## config.mk

```make
export PLATFORM = sky130hd
export DESIGN_NAME = mbist_march_ctrl
export DESIGN_NICKNAME = d
export VERILOG_FILES = /design/src/rtl/mbist_pkg.sv /design/src/rtl/mbist_addr_gen.sv /design/src/rtl/mbist_march_ctrl.sv
export SDC_FILE = /design/constraint.sdc
export NUM_CORES = 1
export LEC_CHECK = 0
export CAP_MARGIN = 20
export CORE_UTILIZATION = 53
export CTS_CLUSTER_DIAMETER = 100
export DETAILED_ROUTE_END_ITERATION = 8
export HOLD_SLACK_MARGIN = 0.02
export PLACE_DENSITY = 0.83
export SLEW_MARGIN = 25
export SYNTH_ARGS = -nofsm -noshare
export SYNTH_HDL_FRONTEND = slang
export SYNTH_SLANG_ARGS = --single-unit
```

## constraint.sdc

```tcl
create_clock -name clk -period 2.7 [get_ports clk]
set_input_delay 0.675 -clock clk [delete_from_list [all_inputs] [get_ports clk]]
set_output_delay 0.675 -clock clk [all_outputs]
set_load 0.005 [all_outputs]
```

## src/rtl/mbist_pkg.sv

```systemverilog
// Shared types for the March C- BIST controller: FSM states and the
// per-element description (sweep direction, op pattern, data polarity).
package mbist_pkg;

  typedef enum logic [1:0] {ST_IDLE, ST_RUN, ST_DRAIN, ST_DONE} state_e;
  typedef enum logic [1:0] {DIR_ANY, DIR_UP, DIR_DOWN} dir_e;
  typedef enum logic [1:0] {OPS_W, OPS_R, OPS_RW} ops_e;

  // pol is the data polarity of the first op; the write in an RW pair uses ~pol
  typedef struct packed {
    dir_e dir;
    ops_e ops;
    logic pol;
  } elem_t;

  localparam int N_ELEMS = 6;
  localparam int ELEM_W  = 3;

  function automatic elem_t elem_info(input logic [ELEM_W-1:0] idx);
    case (idx)
      3'd0:    elem_info = '{DIR_ANY,  OPS_W,  1'b0};
      3'd1:    elem_info = '{DIR_UP,   OPS_RW, 1'b0};
      3'd2:    elem_info = '{DIR_UP,   OPS_RW, 1'b1};
      3'd3:    elem_info = '{DIR_DOWN, OPS_RW, 1'b0};
      3'd4:    elem_info = '{DIR_DOWN, OPS_RW, 1'b1};
      default: elem_info = '{DIR_ANY,  OPS_R,  1'b0};
    endcase
  endfunction

endpackage

```

## src/rtl/mbist_addr_gen.sv

```systemverilog
// Up/down address counter for the March sweep; end of element is found by
// comparing against the sweep limit, never by wrap-around.
module mbist_addr_gen #(
  parameter int ADDR_WIDTH = 4,
  parameter int CAPACITY   = 15
) (
  input  logic                  clk,
  input  logic                  rst_n,
  input  logic                  i_load,
  input  logic                  i_down,
  input  logic                  i_step,
  output logic [ADDR_WIDTH-1:0] o_addr,
  output logic                  o_at_limit
);

  localparam logic [ADDR_WIDTH-1:0] LIMIT = ADDR_WIDTH'(CAPACITY);

  logic [ADDR_WIDTH-1:0] r_addr;
  logic                  r_down;

  always_ff @(posedge clk or negedge rst_n) begin
    if (!rst_n) begin
      r_addr <= '0;
      r_down <= 1'b0;
    end else if (i_load) begin
      r_down <= i_down;
      r_addr <= i_down ? LIMIT : '0;
    end else if (i_step) begin
      r_addr <= r_down ? r_addr - 1'b1 : r_addr + 1'b1;
    end
  end

  assign o_addr     = r_addr;
  assign o_at_limit = r_down ? (r_addr == '0) : (r_addr == LIMIT);

endmodule

```

## src/rtl/mbist_march_ctrl.sv

```systemverilog
// March C- memory BIST controller: issues one op per cycle, compares reads
// two cycles after their address, and records first-fail info and a count.
module mbist_march_ctrl
  import mbist_pkg::*;
#(
  parameter int DATA_WIDTH = 8,
  parameter int ADDR_WIDTH = 4,
  parameter int CAPACITY   = 15
) (
  input  logic                  clk,
  input  logic                  rst_n,
  input  logic                  start,
  output logic                  write_read,
  output logic [ADDR_WIDTH-1:0] address,
  output logic [DATA_WIDTH-1:0] wdata,
  input  logic [DATA_WIDTH-1:0] rdata,
  output logic                  busy,
  output logic                  done,
  output logic                  fail,
  output logic [ADDR_WIDTH-1:0] fail_addr,
  output logic [DATA_WIDTH-1:0] fail_mask,
  output logic [7:0]            fail_count
);

  state_e              r_state;
  logic [ELEM_W-1:0]   r_elem;
  logic                r_phase;
  logic [1:0]          r_drain_cnt;
  logic                r_busy, r_done;

  logic [ADDR_WIDTH-1:0] w_addr;
  logic                  w_at_limit;
  ops_e                  w_ops;
  logic                  w_pol, w_next_down;
  logic                  w_issue, w_accept, w_op_rd, w_data_one;
  logic                  w_addr_last, w_elem_end, w_last_op;

  assign w_ops       = elem_info(r_elem).ops;
  assign w_pol       = elem_info(r_elem).pol;
  assign w_next_down = (elem_info(r_elem + 1'b1).dir == DIR_DOWN);

  assign w_issue     = (r_state == ST_RUN);
  assign w_accept    = start && (r_state == ST_IDLE || r_state == ST_DONE);
  assign w_op_rd     = (w_ops == OPS_R) || (w_ops == OPS_RW && !r_phase);
  assign w_data_one  = r_phase ? ~w_pol : w_pol;
  assign w_addr_last = (w_ops != OPS_RW) || r_phase;
  assign w_elem_end  = w_issue && w_addr_last && w_at_limit;
  assign w_last_op   = w_elem_end && (r_elem == ELEM_W'(N_ELEMS - 1));

  mbist_addr_gen #(
    .ADDR_WIDTH (ADDR_WIDTH),
    .CAPACITY   (CAPACITY)
  ) u_addr_gen (
    .clk        (clk),
    .rst_n      (rst_n),
    .i_load     (w_accept || (w_elem_end && !w_last_op)),
    .i_down     (!w_accept && w_next_down),
    .i_step     (w_issue && w_addr_last && !w_at_limit),
    .o_addr     (w_addr),
    .o_at_limit (w_at_limit)
  );

  always_ff @(posedge clk or negedge rst_n) begin
    if (!rst_n) begin
      r_state     <= ST_IDLE;
      r_elem      <= '0;
      r_phase     <= 1'b0;
      r_drain_cnt <= '0;
      r_busy      <= 1'b0;
      r_done      <= 1'b0;
    end else begin
      r_busy <= (r_state == ST_RUN) || (r_state == ST_DRAIN);
      case (r_state)
        ST_IDLE, ST_DONE: begin
          if (w_accept) begin
            r_state <= ST_RUN;
            r_elem  <= '0;
            r_phase <= 1'b0;
            r_done  <= 1'b0;
          end else begin
            r_done  <= (r_state == ST_DONE);
          end
        end
        ST_RUN: begin
          if (w_addr_last) begin
            r_phase <= 1'b0;
            if (w_last_op) begin
              r_state     <= ST_DRAIN;
              r_drain_cnt <= '0;
            end else if (w_elem_end) begin
              r_elem <= r_elem + 1'b1;
            end
          end else begin
            r_phase <= 1'b1;
          end
        end
        ST_DRAIN: begin
          if (r_drain_cnt == 2'd2) r_state <= ST_DONE;
          else                     r_drain_cnt <= r_drain_cnt + 1'b1;
        end
        default: r_state <= ST_IDLE;
      endcase
    end
  end

  // Issue (p0): wdata out, p1: write_read/address out, p2/p3: wait for rdata
  logic                  r_vld_p0, r_wr_p0;
  logic [DATA_WIDTH-1:0] r_wdata;
  logic                  r_write_read;
  logic [ADDR_WIDTH-1:0] r_address;
  logic                  r_rd_vld_p1, r_rd_vld_p2, r_rd_vld_p3;
  logic [ADDR_WIDTH-1:0] r_addr_p0, r_addr_p2, r_addr_p3;
  logic [DATA_WIDTH-1:0] r_exp_p0, r_exp_p1, r_exp_p2, r_exp_p3;

  always_ff @(posedge clk or negedge rst_n) begin
    if (!rst_n) begin
      r_vld_p0     <= 1'b0;
      r_wr_p0      <= 1'b0;
      r_wdata      <= '0;
      r_write_read <= 1'b0;
      r_address    <= '0;
      r_rd_vld_p1  <= 1'b0;
      r_rd_vld_p2  <= 1'b0;
      r_rd_vld_p3  <= 1'b0;
    end else begin
      r_vld_p0     <= w_issue;
      r_wr_p0      <= w_issue && !w_op_rd;
      r_wdata      <= (w_issue && !w_op_rd && w_data_one) ? '1 : '0;
      r_write_read <= r_vld_p0 && r_wr_p0;
      r_address    <= r_vld_p0 ? r_addr_p0 : '0;
      r_rd_vld_p1  <= r_vld_p0 && !r_wr_p0;
      r_rd_vld_p2  <= r_rd_vld_p1;
      r_rd_vld_p3  <= r_rd_vld_p2;
    end
  end

  always_ff @(posedge clk) begin
    r_addr_p0 <= w_addr;
    r_exp_p0  <= w_data_one ? '1 : '0;
    r_exp_p1  <= r_exp_p0;
    r_exp_p2  <= r_exp_p1;
    r_addr_p2 <= r_address;
    r_exp_p3  <= r_exp_p2;
    r_addr_p3 <= r_addr_p2;
  end

  logic [DATA_WIDTH-1:0] w_mask;
  logic                  w_mismatch;
  logic                  r_fail;
  logic [ADDR_WIDTH-1:0] r_fail_addr;
  logic [DATA_WIDTH-1:0] r_fail_mask;
  logic [7:0]            r_fail_count;

  assign w_mask     = rdata ^ r_exp_p3;
  assign w_mismatch = r_rd_vld_p3 && (w_mask != '0);

  always_ff @(posedge clk or negedge rst_n) begin
    if (!rst_n) begin
      r_fail       <= 1'b0;
      r_fail_addr  <= '0;
      r_fail_mask  <= '0;
      r_fail_count <= '0;
    end else if (w_accept) begin
      r_fail       <= 1'b0;
      r_fail_addr  <= '0;
      r_fail_mask  <= '0;
      r_fail_count <= '0;
    end else if (w_mismatch) begin
      if (!r_fail) begin
        r_fail      <= 1'b1;
        r_fail_addr <= r_addr_p3;
        r_fail_mask <= w_mask;
      end
      if (r_fail_count != 8'hFF) r_fail_count <= r_fail_count + 1'b1;
    end
  end

  assign write_read = r_write_read;
  assign address    = r_address;
  assign wdata      = r_wdata;
  assign busy       = r_busy;
  assign done       = r_done;
  assign fail       = r_fail;
  assign fail_addr  = r_fail_addr;
  assign fail_mask  = r_fail_mask;
  assign fail_count = r_fail_count;

endmodule

```

### Word-level counts from Yosys, hierarchy flattened

Cells that the tools add are included.

* mux-type cells: 40
* add/sub/neg operators: 5
* eq/ne operators: 27
* reductions and logical operators: 41
* bitwise operators: 2

Operators with widths (count)
* 2-to-1 mux 8 bit: 8
* 2-to-1 mux 4 bit: 8
* one-hot mux 5 bit (5 select lines): 1
* one-hot mux 3 bit (5 select lines): 1
* 2-to-1 mux 2 bit: 7
* logical AND 1 bit: 13
* == test 3 x 2 -> 1 bit, second input constant: 4
* 2-to-1 mux 3 bit: 4
* == test 2 bit, second input constant: 5
* != test 2 bit, second input constant: 5
* nonzero test 2 bit: 5
* == test 3 bit, second input constant: 3
* adder 8 x 1 -> 8 bit, second input constant: 1
* != test 2 x 1 -> 1 bit, second input constant: 4
* != test 8 bit, second input constant: 1
* AND reduction 4 bit: 2
* nonzero test 8 bit: 1
* XOR 8 bit: 1
* 2-to-1 mux 1 bit: 7
* == test 3 x 1 -> 1 bit, second input constant: 2
* zero test 1 bit: 6
* zero test 3 bit: 2
* one-hot mux 2 bit (3 select lines): 1
* one-hot mux 3 bit (2 select lines): 1
* other kinds (15): 22

* bits of input ports: 11
* bits in registers: 98
* output and inout port bits: 36
* word-level logic and storage cells: 142

### Logic depth before layout (Yosys ltp)

Gate-level depths: netlist of the first run.

* word-level depth: 11
* gate-level depth with buffers: 8
* depth with buffers taken out: 7

### Cells and area by module

From an unflattened synthesis of the first run, not the netlist that was laid out.

* cell total of the unflattened synthesis: 282
* area, all modules: 2922.8 sq um

Modules (own cells, without submodules)
* mbist_march_ctrl: area each 2546.2 sq um, cells an instance 243, sequential area each 1371.3 sq um, times used 1
* mbist_addr_gen: area each 376.6 sq um, cells an instance 39, sequential area each 125.1 sq um, times used 1

### Worst setup path before layout of the first run

No wires, ideal clock.

* path kind: reg2reg
* from: reg r_elem[0]
* to: reg u_addr_gen.r_addr[3] (netlist: u_addr_gen.o_addr[3])
* buffers on the path: 0
* arrival: 2.063 ns
* path slack: 0.515 ns
* stages on the path, launching flop included: 7
* setup time: 0.123 ns
* period minus slack after synthesis: 2.185 ns
* required time: 2.577 ns
* path through: dfrtp_1 -> inv_1 -> ha_1 -> and2b_2 -> o31ai_1 -> o21ai_0 -> o221a_2

* cells in the longest elaborated chain, start to end: 11
* elaborated cells on any way between the ends: 28
* classes of those cells: add/sub (1); eq/ne (11); mux (4); reduce/logical (12)

Ends and longest elaborated chain
* from (decl): line mbist_march_ctrl.sv:26 `logic [ELEM_W-1:0] r_elem;`
* from (signal assigned): line mbist_march_ctrl.sv:91 `r_elem <= r_elem + 1'b1;`
* branches (longest 11 deep; another with adder 3 x 1 -> 3 bit)
* to (signal assigned): line mbist_addr_gen.sv:27 `r_addr <= i_down ? LIMIT : '0;`
* to (signal assigned): line mbist_addr_gen.sv:29 `r_addr <= r_down ? r_addr - 1'b1 : r_addr + 1'b1;`
* to (decl): line mbist_addr_gen.sv:18 `logic [ADDR_WIDTH-1:0] r_addr;`

Several ways; the timed one is not identified.
A chain may end at the register's enable or synchronous reset.

### Worst setup path in the final report of the first run

Same ends and word-level chain as after synthesis.

==> impl_metrics.ini, run 1 <==
[route]
wirelength_um = 5741
dr.pass1.iters = 4
drcViolationCount = 0
drt_iter0_drc = 194
wl_per_cell_um = 14.46
dr_total_vias = 2201
ant_nets = 0
vias_per_cell = 5.544

[synth]
synth-compound-area-share = 0.1485
muxShareOfSynthArea = 0.03014
ys_seq_area_frac = 0.5225
synthSimpleGateAreaFrac = 0.1424
synth_top_family_by_area = compound AO/OA/AOI/OAI gates
ys.flop_type = dfrtp_1
synth_cell_types = 53
yosysTopAreaCell = dfrtp_1
yosysWarnings = 0
synth-xor-area-share = 0.03976
ys_top_cells_by_area = dfrtp_1 41%, dfxtp_1 11%, ha_1 5.7%
postSynthAreaPerCell_um2 = 10.73
async_reset_ff_frac = 0.7460
synthesis.nets = 292
synth_top_cell_area_share = 0.4107
synth_fa_ha_area_frac = 0.06378
ys_ff_latch = 63
synthesis.area_mm2 = 0.002864
synth-edff-count = 0
syn-instance-count = 267

[clock_tree]
cts-htree-levels = 3
cts_tree = yes
cts_hold_buffers = 0
cts_root_buffer = clkbuf_8
numCtsBuffers = 9
ctsResizeCount = 0
clock-sinks = 63
cts_buffer_depth = 2
postCtsSetupBuffers = 0
clkLatencyLatePin_ps = 340
clkTransAtPathRegs_ps = 80

[worst_setup_path]
cp.arrival_ps = 2670
crit_top_cell = o221a_2
crit_required_ps = 2920
cpMaxStageDelayCell = dfrtp_1
slowest_delay_ps = 470
critical_path_buf_inv_count = 2
start_kind = flop
worstSetupPathType = flop to flop
critPathTopFamily = simple AND/OR/NAND/NOR gates
path_cells = inv_1, ha_1, nor3_1, o311ai_0, buf_4, o221a_2, or3_1, o221a_2
endpoint_kind = flop
crit_path_max_fanout = 7

[timing]
fin_skew_ps = 8.061
drv_slew = 0
tightest_slew_ps = 591.8
fmax_mhz = 409.8
finalSetupTns_ps = 0
setup_violations = 0
rsz0062_at_grt = no
fin_ws_ps = 259.5
relSlewSlack = 0.6013
period_minus_slack_ps = 2440
hold_ws_ps = 327.5
hold_violations = 0
min_period_over_period = 0.9039

[outcome]
outcome = completed

[flow_run]
maxCapViolCount = 0

[floorplan]
die_w_um = 75.51
dieArea_mm2 = 0.005702
core-area_mm2 = 0.005140
row_count = 26
start_util = 0.5572
die_y_um = 75.51
ios = 47

[placement]
portBuffers = 46
dp.cells = 381
place_ws_ps = 15.53
gp_congestion = 0.8103
post-dp-hpwl_um = 4017

[grt]
grt_pass1_vias = 2016
grt_max_degree = 48
grt_pass1_wl_um = 9349
antenna_found_initial = 0
grt.total_usage = 0.2249
grt-ovfl-total = 0

[finish]
nFillCells = 381
multi_input_area_mm2 = 0.001221
regArea_mm2 = 0.001496
antenna_cells = 0
final_cells = 397
nets = 347
final_common_cell = dfrtp_1
drive_gt1_frac = 0.1254
final_cell_mix = 47 x dfrtp_1, 45 x clkdlybuf4s50_1, 25 x nor2_1
area_growth_pct = 26.08

[min_path]
hold_class = flop to flop

[power]
ir_drop_v = 0.0003954
powerDensity_mw_per_mm2 = 1014
static-leakage-power_nw = 1.499
-- logic make-up after synthesis --
group / count (synthesis)
simple gates: 79
flops: 63
compound gates: 60
buf+inv: 30
fa+ha+maj: 14
xor+xnor: 13
mux: 8
-- where the power goes --
group	leakage, nW	internal, mW	switching, mW
logic	0.671	0.740	0.730
clock network	0.0785	0.340	0.394
registers	0.749	1.25	0.210
total	1.50	2.33	1.33
-- layer usage --
layer  global-route usage  vias to the layer above  part of all wire
met5                    0                        -                 0
met4               0.1008                        0             0.023
met3              0.07407                       15             0.053
met2               0.3552                       65              0.48
met1               0.2834                     1061              0.44
li1                     -                     1060                 -
-- per-stage QoR --
stage	area, um^2	total power [mW]	utilization
after global routing	3611	3.940	0.7025
after CTS	3611	3.676	0.7025
final	3611	3.661	0.7025
after detailed placement	3431	2.937	0.6675
after global placement	3431	2.858	0.6675
after floorplan	2864	2.339	-
-- registers in the layout, summed over array words and instances (netlist names), 2 cells and up --
register / cells
address: 4
r_elem: 3
r_drain_cnt: 2
fail_count: 8
r_addr_p0: 4
u_addr_gen.o_addr: 4
r_addr_p3: 4
fail_mask: 8
r_addr_p2: 4
r_state: 2
fail_addr: 4
-- worst paths after layout --
kind / endpoint / start / cells past startpoint / slack [ps]
min: r_addr_p3[2] / r_addr_p2[2] / 0 / 330
max: u_addr_gen.o_addr[3] / r_elem[0] / 8 / 260
max in group asynchronous: r_rd_vld_p2 / rst_n / 2 / 1870
min in group asynchronous: fail_mask[2] / rst_n / 2 / 420
max reg2reg: u_addr_gen.o_addr[3] / r_elem[0] / 8 / 260
min reg2reg: r_addr_p3[2] / r_addr_p2[2] / 0 / 330
-- Yosys cell counts, drive strengths merged, types with 2 or more instances --
library cell,count
dfrtp,47
nor2,25
dfxtp,16
inv,14
ha,13
a21oi,12
nand3,12
buf,11
o21ai,11
xnor2,11
nand2,10
a211oi,9
and2,7
mux2i,6
o31ai,6
clkbuf,5
or4,5
nand2b,4
nand4,3
nor3,3
o22a,3
or3,3
a21o,2
mux2,2
nor4,2
o211ai,2
o221a,2
o2bb2ai,2
o311ai,2
xor2,2
-- cell type report --
| class | instances | area share |
|---|---|---|
| clock inverters | 7 | 0.01559 |
| repair buffers | 60 | 0.1587 |
| flip-flops and latches | 63 | 0.4144 |
| clock buffers | 9 | 0.03430 |
| well taps | 70 | 0.02426 |
| multi-input cells | 174 | 0.3382 |
| inverters | 14 | 0.01455 |
(Power assumes the default switching activity.)
==> run 2, diff against run 1 <==
- CORE_UTILIZATION: 53 -> 55
- CTS_BUF_LIST: unset -> sky130_fd_sc_hd__clkbuf_2
- PLACE_DENSITY: 0.83 -> 0.86
- RECOVER_POWER: unset -> 100
==> impl_metrics.ini, run 2 (synthesized netlist as in run 1, its figures left out) <==
[clock_tree]
postCtsSetupBuffers = 0
ctsResizeCount = 0
clock-sinks = 63
clkTransAtPathRegs_ps = 190
numCtsBuffers = 9
clkLatencyLatePin_ps = 500
cts_root_buffer = clkbuf_2
cts-htree-levels = 3
cts_buffer_depth = 2
cts_hold_buffers = 0
cts_tree = yes

[min_path]
hold_class = flop to flop
hold_start = r_exp_p0[6]

[power]
static-leakage-power_nw = 1.575
powerDensity_mw_per_mm2 = 997.0
ir_drop_v = 0.0004453

[worst_setup_path]
cp.arrival_ps = 2960
r2r-start = r_elem[0]
start_kind = flop
worstSetupPathType = flop to flop
crit_required_ps = 3150
endpoint_kind = flop
crit_path_start = r_elem[0]
crit_path_max_fanout = 7

[floorplan]
row_count = 25
die_w_um = 74.16
ios = 47
die_y_um = 74.16
dieArea_mm2 = 0.005500
start_util = 0.5869
core-area_mm2 = 0.004880

[flow_run]
maxCapViolCount = 0

[finish]
antenna_cells = 0
area_growth_pct = 22.80
drive_gt1_frac = 0.1056
final_cell_mix = 47 x dfrtp_1, 37 x dlygate4sd3_1, 25 x nor2_1
final_common_cell = dfrtp_1
nets = 342

[grt]
grt_pass1_vias = 2027
grt.total_usage = 0.2345
grt_max_degree = 48
antenna_found_initial = 0
grt-ovfl-total = 0
grt_pass1_wl_um = 9473

[route]
dr.pass1.iters = 4
wl_per_cell_um = 14.87
ant_nets = 0
dr_total_vias = 2191
wirelength_um = 5786
drcViolationCount = 0
vias_per_cell = 5.632
drt_iter0_drc = 158

[timing]
period_minus_slack_ps = 2510
fin_ws_ps = 189.7
fin_skew_ps = 21.74
min_period_over_period = 0.9297
hold_violations = 0
relSlewSlack = 0.2108
setup_violations = 0
rsz0062_at_grt = no
tightest_slew_ps = 1184
finalSetupTns_ps = 0
fmax_mhz = 398.4
drv_slew = 0

[placement]
portBuffers = 46
place_ws_ps = 3.841
post-dp-hpwl_um = 3971
gp_congestion = 0.8198

[outcome]
outcome = completed
## run 2: per-layer routing
layer | share of wire | vias to the layer above | track usage
met2 | 0.48 | 84 | 0.3879
met5 | 0 | - | 0
li1 | - | 1055 | -
met1 | 0.44 | 1035 | 0.2847
met3 | 0.054 | 17 | 0.05691
met4 | 0.030 | 0 | 0.1239
## run 2: power breakdown
group	leakage, nW	internal (mW)	switching [mW]	total [mW]
registers	0.749	1.24	0.201	1.44
logic	0.739	0.663	0.727	1.39
clock network	0.0862	0.310	0.362	0.672
total	1.57	2.22	1.29	3.51
## run 2: final cells by class
type	instances	area, um^2
Tap cell	67	83.83
Fill cell	357	1363
Multi-Input combinational cell	174	1216
Clock buffer	9	45.04
Clock inverter	7	96.34
Timing Repair Buffer	55	526.8
Sequential cell	63	1496
Inverter	14	52.55
## run 2: final timing paths
check	endpoint	cells after the start	slack, ps
max	u_addr_gen.o_addr[3]	7	190
min	r_exp_p1[6]	0	330
max reg2reg	u_addr_gen.o_addr[3]	7	190
min reg2reg	r_exp_p1[6]	0	330
max in group asynchronous	r_phase	2	1500
min in group asynchronous	fail_addr[0]	2	450
## run 2: worst max-delay path: stages (launching register included)
cell	delay, ps
dfrtp_1	500
inv_1	160
ha_1	230
and2b_2	250
o311ai_0	620
o21ai_0	340
a21oi_1	200
o221a_2	190
## run 2: through the flow
stage	area [um^2]	hold slack, ps	util	total power, mW	std cells
after floorplan	2864	309.6	-	2.339	267
after global placement	3390	310.1	0.6946	2.836	373
after detailed placement	3390	313.8	0.6946	2.917	373
after CTS	3531	242.8	0.7236	3.581	389
after global routing	3517	334.6	0.7208	3.761	389
final	3517	332.8	0.7208	3.507	389
==> run 3, diff against run 2 <==
- CORE_MARGIN: unset -> 5
==> impl_metrics.ini, run 3 (synthesized netlist as in run 1, its figures left out) <==
[worst_setup_path]
endpoint_kind = flop
crit_required_ps = 3100
worstSetupPathType = flop to flop
crit_path_max_fanout = 7
slowest_delay_ps = 500
r2r_cells = 8
reg2reg_slack_ps = 280
crit_top_cell = o221a_2
cp.arrival_ps = 2820
r2r_end = u_addr_gen.o_addr[3]
cpMaxStageDelayCell = dfrtp_1
r2r-start = r_elem[0]
start_kind = flop
path_cells = inv_1, ha_1, nor3_1, o311ai_0, clkbuf_1, o221a_2, or3_1, o221a_2

[floorplan]
ios = 47
die_w_um = 82.16
row_count = 26
die_y_um = 82.16
start_util = 0.5643
dieArea_mm2 = 0.006750
core-area_mm2 = 0.005075

[placement]
gp_congestion = 0.8121
post-dp-hpwl_um = 4133
dp.cells = 378
portBuffers = 46

[power]
p_sw_frac = 0.3701
ir_drop_v = 0.0004124
sequentialPowerShare = 0.414
power_mw = 3.489
powerDensity_mw_per_mm2 = 990.0
internal-power_mw = 2.198
power_switching_mw = 1.291
p_comb_frac = 0.394
static-leakage-power_nw = 1.564
power_frac_clock = 0.192

[finish]
final_cell_mix = 47 x dfrtp_1, 37 x dlygate4sd3_1, 25 x nor2_1
final_cells = 394
multi_input_area_mm2 = 0.001221
antenna_cells = 0
area_growth_pct = 23.07
final_common_cell = dfrtp_1
nets = 344
drive_gt1_frac = 0.1019
regArea_mm2 = 0.001496
nFillCells = 390

[route]
drcViolationCount = 0
drt_iter0_drc = 117
vias_per_cell = 5.462
ant_nets = 0
wirelength_um = 5770
dr.pass1.iters = 6
dr_total_vias = 2152
wl_per_cell_um = 14.64

[timing]
relSlewSlack = -0.3733
hold_violations = 0
setup_violations = 0
rsz0062_at_grt = no
tightest_slew_ps = 2060
fin_skew_ps = 11.75
fmax_mhz = 412.9
drv_slew = 48
hold_ws_ps = 339.1
min_period_over_period = 0.8969
period_minus_slack_ps = 2422
finalSetupTns_ps = 0

[flow_run]
maxCapViolCount = 1

[grt]
grt.total_usage = 0.1921
grt_pass1_wl_um = 9653
grt_max_degree = 48
grt-ovfl-total = 0
grt_pass1_vias = 2104
antenna_found_initial = 0

[outcome]
violations = max-capacitance violations, max-slew violations
outcome = finished with violations

[min_path]
hold_end = r_exp_p3[6]
hold_start = r_exp_p2[6]
hold_class = flop to flop
whs_path_depth = 0

[clock_tree]
cts-htree-levels = 3
clock-sinks = 63
cts_tree = yes
clkLatencyLatePin_ps = 500
numCtsBuffers = 9
cts_buffer_depth = 2
cts_root_buffer = clkbuf_2
postCtsSetupBuffers = 0
ctsResizeCount = 0
cts_hold_buffers = 0
clkTransAtPathRegs_ps = 190
run 3: cell types whose count changed in the layout (fill, tap and decap cells not counted), sizes merged:
cell | before | now
buf | 7 | 6
clkinv | 4 | 1
dlymetal6s4s | 0 | 1
clkinvlp | 0 | 3
clkbuf | 12 | 14
run 3: power by group through the flow:
stage	sequential, mW	combinational (mW)	clock [mW]
2_1_floorplan	1.43	0.905	0
6_report	1.45	1.37	0.669
3_5_place_dp	1.47	1.46	0
5_1_grt	1.49	1.55	0.731
4_1_cts	1.45	1.47	0.686
3_3_place_gp	1.45	1.39	0
run 3: final cells by class:
type,instances,area share
Sequential cell,63,0.4246
Tap cell,70,0.02485
Multi-Input combinational cell,174,0.3465
Clock buffer,9,0.01278
Timing Repair Buffer,57,0.1491
Clock inverter,7,0.02733
Inverter,14,0.01491
run 3: through the flow:
step / util / setup slack (ps) / cell area (um^2)
CTS: 0.6995 / 254.4 / 3550
floorplan: - / 514.8 / 2864
detailed placement: 0.6716 / 58.93 / 3408
global placement: 0.6716 / 117.0 / 3408
global route: 0.6945 / 71.41 / 3525
finish: 0.6945 / 278.4 / 3525
run 3: how the worst max path moves through the flow:
stage,start,end,slack (ps),cells after the start
3_3_place_gp,rdata[2],fail_count[5],120,7
5_1_grt,r_elem[0],u_addr_gen.o_addr[3],70,8
4_1_cts,r_elem[0],u_addr_gen.o_addr[3],250,8
2_1_floorplan,r_elem[0],u_addr_gen.o_addr[3],510,6
3_5_place_dp,rdata[2],fail_count[7],60,7
6_report,r_elem[0],u_addr_gen.o_addr[3],280,8
run 3: critical path, delay by kind of cell, from the launching register on:
kind                     cells  cell delay [ps]
AO/OA/AOI/OAI                3              600
AND/OR/NAND/NOR              2              690
flip-flops                   1              500
buffers and inverters        2              290
adder cells (fa/ha/maj)      1              250
run 3: metal layers:
layer	wire length, um	up-vias	global-route usage	part of all wire
met5	0	-	0	0
met4	89	0	0.07807	0.015
met3	342	7	0.06182	0.059
met2	2862	54	0.3239	0.50
met1	2476	1043	0.2265	0.43
li1	-	1048	-	-
